### src/rtl/div_pkg.sv
// Shared definitions for the sequential non-restoring divider:
// controller states and iteration sizing.
package div_pkg;

    localparam int DEF_WIDTH = 8;
    localparam int N_ITER    = DEF_WIDTH;
    localparam int CNT_W     = $clog2(N_ITER);

    typedef enum logic [3:0] {
        IDLE   = 4'd0,
        LOAD_A = 4'd1,
        LOAD_Q = 4'd2,
        LOAD_M = 4'd3,
        CHECK  = 4'd4,
        ITER   = 4'd5,
        CORR   = 4'd6,
        OUT_R  = 4'd7,
        OUT_Q  = 4'd8,
        DONE   = 4'd9
    } state_t;

endpackage

### src/rtl/nonrestoring_divider_if.sv
// Shared-bus connection of the divider: serial operand input,
// serial result output and completion/error flags.
interface nonrestoring_divider_if
    import div_pkg::*;
#(
    parameter int WIDTH = DEF_WIDTH
);
    logic             enable;
    logic [WIDTH-1:0] inbus;
    logic             done;
    logic             div_err;
    logic [WIDTH-1:0] outbus;

    modport master (
        output enable,
        output inbus,
        input  done,
        input  div_err,
        input  outbus
    );

    modport slave (
        input  enable,
        input  inbus,
        output done,
        output div_err,
        output outbus
    );
endinterface

### src/rtl/addsub_nbits.sv
// Combinational two's complement adder/subtractor. Subtraction inverts b
// and injects the carry-in; the carry out of the top bit is dropped.
module addsub_nbits #(
    parameter int N = 9
) (
    input  logic [N-1:0] i_a,
    input  logic [N-1:0] i_b,
    input  logic         i_sub,
    output logic [N-1:0] o_sum
);
    logic [N-1:0] w_b_eff;

    // Conditional inversion of b, then add with sub as carry-in.
    always_comb begin
        w_b_eff = i_b ^ {N{i_sub}};
        o_sum   = i_a + w_b_eff + {{(N-1){1'b0}}, i_sub};
    end
endmodule

### src/rtl/nonrestoring_divider.sv
// Sequential unsigned 2W-by-W non-restoring divider on the shared 8-bit bus.
// Operands arrive serially (dividend high, dividend low, divisor); the
// remainder then the quotient are presented on outbus, followed by a
// one-cycle done pulse. div_err flags divide-by-zero or quotient overflow.
//
//   state  | meaning
//   IDLE   | waiting for enable
//   LOAD_A | capture dividend high byte into A
//   LOAD_Q | capture dividend low byte into Q
//   LOAD_M | capture divisor into M
//   CHECK  | reject M==0 or quotient overflow (A_hi >= M)
//   ITER   | one shift + add/sub step per cycle, N_ITER cycles
//   CORR   | restore a negative final remainder
//   OUT_R  | present remainder
//   OUT_Q  | present quotient
//   DONE   | one-cycle completion pulse
module nonrestoring_divider
    import div_pkg::*;
#(
    parameter int WIDTH = DEF_WIDTH
) (
    input  logic                   clk,
    input  logic                   rst,
    nonrestoring_divider_if.slave  bus
);
    localparam logic [CNT_W-1:0] CNT_LAST = CNT_W'(N_ITER - 1);

    state_t             r_state;
    state_t             w_next;
    logic [WIDTH:0]     r_a;
    logic [WIDTH-1:0]   r_q;
    logic [WIDTH-1:0]   r_m;
    logic [CNT_W-1:0]   r_cnt;
    logic               r_err;

    logic [WIDTH:0]     w_m_ext;
    logic [WIDTH:0]     w_shift_a;
    logic [WIDTH:0]     w_as_a;
    logic               w_as_sub;
    logic [WIDTH:0]     w_as_sum;
    logic               w_bad_div;
    logic               w_done;
    logic [WIDTH-1:0]   w_outbus;

    assign w_m_ext   = {1'b0, r_m};
    assign w_shift_a = {r_a[WIDTH-1:0], r_q[WIDTH-1]};
    assign w_bad_div = (r_m == '0) || (r_a[WIDTH-1:0] >= r_m);

    // Adder operand select: shifted A with sign-driven op while iterating,
    // plain A + M during the final correction.
    always_comb begin
        w_as_a   = w_shift_a;
        w_as_sub = ~r_a[WIDTH];
        if (r_state == CORR) begin
            w_as_a   = r_a;
            w_as_sub = 1'b0;
        end
    end

    addsub_nbits #(
        .N (WIDTH + 1)
    ) u_addsub (
        .i_a   (w_as_a),
        .i_b   (w_m_ext),
        .i_sub (w_as_sub),
        .o_sum (w_as_sum)
    );

    // State register.
    always_ff @(posedge clk) begin
        if (rst) begin
            r_state <= IDLE;
        end else begin
            r_state <= w_next;
        end
    end

    // Next-state and output decode; outbus is zero except in OUT_R/OUT_Q.
    always_comb begin
        w_next   = r_state;
        w_done   = 1'b0;
        w_outbus = '0;
        case (r_state)
            IDLE:    if (bus.enable) w_next = LOAD_A;
            LOAD_A:  w_next = LOAD_Q;
            LOAD_Q:  w_next = LOAD_M;
            LOAD_M:  w_next = CHECK;
            CHECK:   w_next = w_bad_div ? DONE : ITER;
            ITER:    if (r_cnt == CNT_LAST) w_next = CORR;
            CORR:    w_next = OUT_R;
            OUT_R: begin
                w_outbus = r_a[WIDTH-1:0];
                w_next   = OUT_Q;
            end
            OUT_Q: begin
                w_outbus = r_q;
                w_next   = DONE;
            end
            DONE: begin
                w_done = 1'b1;
                w_next = IDLE;
            end
            default: w_next = IDLE;
        endcase
    end

    // Datapath: operand capture, iteration steps, correction, error flag.
    always_ff @(posedge clk) begin
        if (rst) begin
            r_a   <= '0;
            r_q   <= '0;
            r_m   <= '0;
            r_cnt <= '0;
            r_err <= 1'b0;
        end else begin
            case (r_state)
                IDLE:   if (bus.enable) r_err <= 1'b0;
                LOAD_A: r_a <= {1'b0, bus.inbus};
                LOAD_Q: r_q <= bus.inbus;
                LOAD_M: r_m <= bus.inbus;
                CHECK: begin
                    if (w_bad_div) begin
                        r_err <= 1'b1;
                    end else begin
                        r_cnt <= '0;
                    end
                end
                ITER: begin
                    r_a   <= w_as_sum;
                    r_q   <= {r_q[WIDTH-2:0], ~w_as_sum[WIDTH]};
                    r_cnt <= r_cnt + 1'b1;
                end
                CORR:   if (r_a[WIDTH]) r_a <= w_as_sum;
                default: ;
            endcase
        end
    end

    assign bus.done    = w_done;
    assign bus.div_err = r_err;
    assign bus.outbus  = w_outbus;
endmodule

### src/flat_wrapper.sv
// flat-port wrapper written by rule: the top's interface ports become plain ports
module nonrestoring_divider_flat import div_pkg::*;
#(
    parameter int WIDTH = DEF_WIDTH
)
  (clk, rst, bus_enable, bus_inbus, bus_done, bus_div_err, bus_outbus);
  nonrestoring_divider_if #(.WIDTH(WIDTH)) bus_i ();
  input  logic clk;
  input  logic rst;
  input wire logic [$bits(bus_i.enable)-1:0] bus_enable;
  input wire logic [$bits(bus_i.inbus)-1:0] bus_inbus;
  output wire logic [$bits(bus_i.done)-1:0] bus_done;
  output wire logic [$bits(bus_i.div_err)-1:0] bus_div_err;
  output wire logic [$bits(bus_i.outbus)-1:0] bus_outbus;
  assign bus_i.enable = bus_enable;
  assign bus_i.inbus = bus_inbus;
  assign bus_done = bus_i.done;
  assign bus_div_err = bus_i.div_err;
  assign bus_outbus = bus_i.outbus;
  nonrestoring_divider #(.WIDTH(WIDTH)) u_core (.clk(clk), .rst(rst), .bus(bus_i));
endmodule
### config.mk
export PLATFORM = sky130hd
export DESIGN_NAME = nonrestoring_divider_flat
export DESIGN_NICKNAME = d
export VERILOG_FILES = /design/src/rtl/div_pkg.sv /design/src/rtl/nonrestoring_divider_if.sv /design/src/rtl/addsub_nbits.sv /design/src/rtl/nonrestoring_divider.sv /design/src/flat_wrapper.sv
export SDC_FILE = /design/constraint.sdc
export NUM_CORES = 1
export LEC_CHECK = 0
export CORE_MARGIN = 2
export CORE_UTILIZATION = 52
export DETAILED_ROUTE_END_ITERATION = 10
export MAX_ROUTING_LAYER = met4
export PLACE_DENSITY = 0.83
export SETUP_SLACK_MARGIN = 0.2
export SYNTH_ARGS = -nofsm -noshare
export SYNTH_HDL_FRONTEND = slang
export SYNTH_SLANG_ARGS = --single-unit
### constraint.sdc
create_clock -name clk -period 3 [get_ports clk]
set_input_delay 0.3 -clock clk [delete_from_list [all_inputs] [get_ports clk]]
set_output_delay 0.3 -clock clk [all_outputs]
set_load 0.005 [all_outputs]
==> metrics <==
Placer Congestion=0.9222; area of the multi-input gates=1747 sq um; num ports=21; crit path max fanout=3; EDFF count, synth=0; detailed placement HPWL=4607 um; Net Count, Synth=324; CTS Buffer Depth=2; port bufs=20; largest net degree at the start of global routing=31; crit end category=register; proportion of synthesized area in mux cells=0.04501; Root Buffer=clkbuf_8; register area=661.9 sq um; DRC=0; Final Max Slew Viols=0; initial drt markers=141; post-DR wirelength/cell=18.50 um; number of global-route vias before repair=2345; critical path data required time=3.20 ns; status=finished, final reports clean; Vert. Die Dim=72.20 um; slowest CP cell=fa_2; clk slew on worst S/H paths=0.07 ns; Layout Skew=0.001892 ns; max cap viols=0; leakage=1.097 nW; setup TNS=0 ns; crit-path cells=and4bb_4 > mux2_4 > nand2_4 > o31ai_4 > fa_2 > a211oi_2 > o211ai_1 > a21oi_2 > buf_4 > buf_6 > nor2_2 > o21ba_2 > o32ai_2; measured slew at the worst slew-check pin=0.6378 ns; final setup violation count=0; minimum clock period after layout=2.942 ns; P per Cell Area=451.2 nW/um^2; Area Overhead vs Synth=21.47%; FF+latch count, synth=33; Starting Density=0.5479; DIE AREA=5213 sq um; Crit Path Class=reg -> reg; Setup crit start=u_core.r_state[0]; complex-gate fraction of the synthesized area=0.2509; Worst Min Path Start=u_core.r_m[2]; Worst path max stage delay=0.38 ns; Worst Hold Class=reg -> reg; ys async rst share=0; global route total overflow=0; main combinational cell family by area after synthesis=compound AO/OA/AOI/OAI gates; All-Layer GR Usage=0.2838; Final Hold Violating Endpoints=0; gate count of the mapped netlist=295; filler instances=328; CTS tree=yes; Setup crit start kind=register; average size of a mapped cell=8.199 sq um; drt pass-1 iters=4; Fmax=339.9 MHz; Max IR drop VDD=0.2679 mV; Post-Synth Simple-Gate Area=0.2323; H-tree depth=2; Synth Cell Area=2419 sq um; adder-cell share of the synthesized area=0.09622; Worst slew margin=0.5743; row count=24; Routed Antenna Nets=0; core footprint=4414 sq um; worst r2r src=u_core.r_state[0]; sequential-to-total area share from yosys stat=0.2732; total CTS buffers=5; post-synth cell types=59; Die X=72.20 um; Ant. Diodes=0; first-pass GRT wire length=11190 um; period utilization=0.9808; Main synth FF type=dfxtp_1; RSZ-0062 raised after global routing=true; Total Wirelength=6902 um; Arrival @ worst endpoint=3.14 ns; Synth Area in XOR/XNOR=0.05070; later-pin clock latency in the skew report=0.29 ns; initial antenna violation count=0; DR vias=2350; Cell Count, Final, Fillers Out=373; Post-Place Cells=358; drt via density=6.300; Hold Buf Count CTS=0; Final #Nets=349; Clock Sinks=33; layout cells sized above 1=0.1963; YS warnings=0
[cells by family after synthesis]
logic type                 Yosys count
DFF                                 33
muxes                               10
buffers and inverters               27
adders and majority gates           18
and+or+nand+nor                    111
AOI/OAI and AO/OA                   82
xor gates and xnor gates            14
[registers in the layout, summed over array words and instances (netlist names)]
name,cells
u_core.bus.div_err,1
u_core.r_a,9
u_core.r_cnt,3
u_core.r_m,8
u_core.r_q,8
u_core.r_state,4
[critical path: cells and delay by family, from the launching register on]
| family | cells | cell delay, ns |
|---|---|---|
| simple gates | 3 | 0.47 |
| buf+inv | 2 | 0.24 |
| flops | 1 | 0.33 |
| fa+ha+maj | 1 | 0.38 |
| compound gates | 6 | 1.09 |
| mux | 1 | 0.34 |
[report_power, final]
part / internal, mW / total, mW / switching, mW
logic: 0.228 / 0.478 / 0.250
registers: 0.470 / 0.510 / 0.0398
clock network: 0.160 / 0.338 / 0.177
total: 0.858 / 1.33 / 0.467
[cells in the final DEF (no fill, tap or decap), drive strengths merged, types with 3 or more instances in the layout]
cell and count:
nand2 46, dfxtp 33, nor2 28, a21oi 22, clkdlybuf4s50 20, ha 17
buf 16, a211oi 12, xnor2 11, inv 9, a22o 8, o21ai 8
a311oi 7, mux2 7, a22oi 6, clkbuf 5, nor2b 4, nand2b 4
a21o 4, nor3 4, nor4 3, nand3 3, mux2i 3, o211ai 3
xor2 3, o31ai 3, or2 3
[per-layer routing]
metal,GRT usage,up-vias,wire (um)
met5,-,-,0
met3,0.06528,23,365
met4,0.1132,0,188
li1,-,1124,-
met2,0.4669,73,3396
met1,0.3351,1130,2952
[layout make-up]
type / instances / area share
clock inverters: 3 / 0.005963
flip-flops and latches: 33 / 0.2253
inverters: 9 / 0.01150
clock buffers: 5 / 0.02342
repair buffers: 36 / 0.1171
well taps: 52 / 0.02215
multi-input cells: 235 / 0.5945
[repair_timing]
item | in CTS | in global routing
pin swaps | 6 | 13
buffers inserted | 2 | 5
setup endpoints to repair | 5 | 6
resized for setup | 10 | 13
[path summary, 6_finish.rpt]
path / cells past startpoint / slack [ns] / endpoint
hold reg to reg: 2 / 0.48 / u_core.r_m[2]
hold / removal: 2 / 0.48 / u_core.r_m[2]
setup / recovery: 13 / 0.06 / u_core.r_a[8]
setup reg to reg: 13 / 0.06 / u_core.r_a[8]
[Yosys cell counts, types with 2 or more instances]
cell | n | area share
nor3_1 | 4 | 0.0083
nor4_1 | 3 | 0.0078
nand2_1 | 46 | 0.071
inv_1 | 9 | 0.014
o31ai_2 | 2 | 0.010
nor2b_1 | 4 | 0.010
and3b_1 | 2 | 0.0072
xor2_1 | 3 | 0.011
nand3_1 | 3 | 0.0062
nor2_1 | 26 | 0.040
a211oi_1 | 9 | 0.028
dfxtp_1 | 33 | 0.27
mux2i_1 | 3 | 0.012
o211ai_1 | 3 | 0.0093
a22oi_1 | 6 | 0.019
buf_2 | 7 | 0.014
a22o_1 | 8 | 0.029
clkbuf_1 | 7 | 0.011
buf_1 | 2 | 0.0031
nand2b_1 | 4 | 0.010
a21o_1 | 4 | 0.012
and4_1 | 2 | 0.0072
nor2_2 | 2 | 0.0052
a311oi_1 | 7 | 0.025
buf_6 | 2 | 0.0093
a31oi_1 | 2 | 0.0052
mux2_2 | 7 | 0.033
a21oi_1 | 21 | 0.043
ha_1 | 17 | 0.088
xnor2_1 | 11 | 0.040
o21ai_0 | 7 | 0.014
a211oi_2 | 2 | 0.010
[metrics by stage]
stage	area, sq um	utilization	setup slack, ns	hold slack [ns]	total power, mW
final	2938	0.6655	0.05763	0.4768	1.325
after global routing	2938	0.6655	-0.02562	0.4995	1.396
after CTS	2818	0.6383	0.1766	0.4786	1.272
after detailed placement	2668	0.6043	0.09450	0.4674	0.9127
after global placement	2668	0.6043	0.2465	0.4574	0.8969
after floorplan	2429	-	0.2001	0.4360	0.8164
Note: power is estimated with default switching activity, not from simulation.
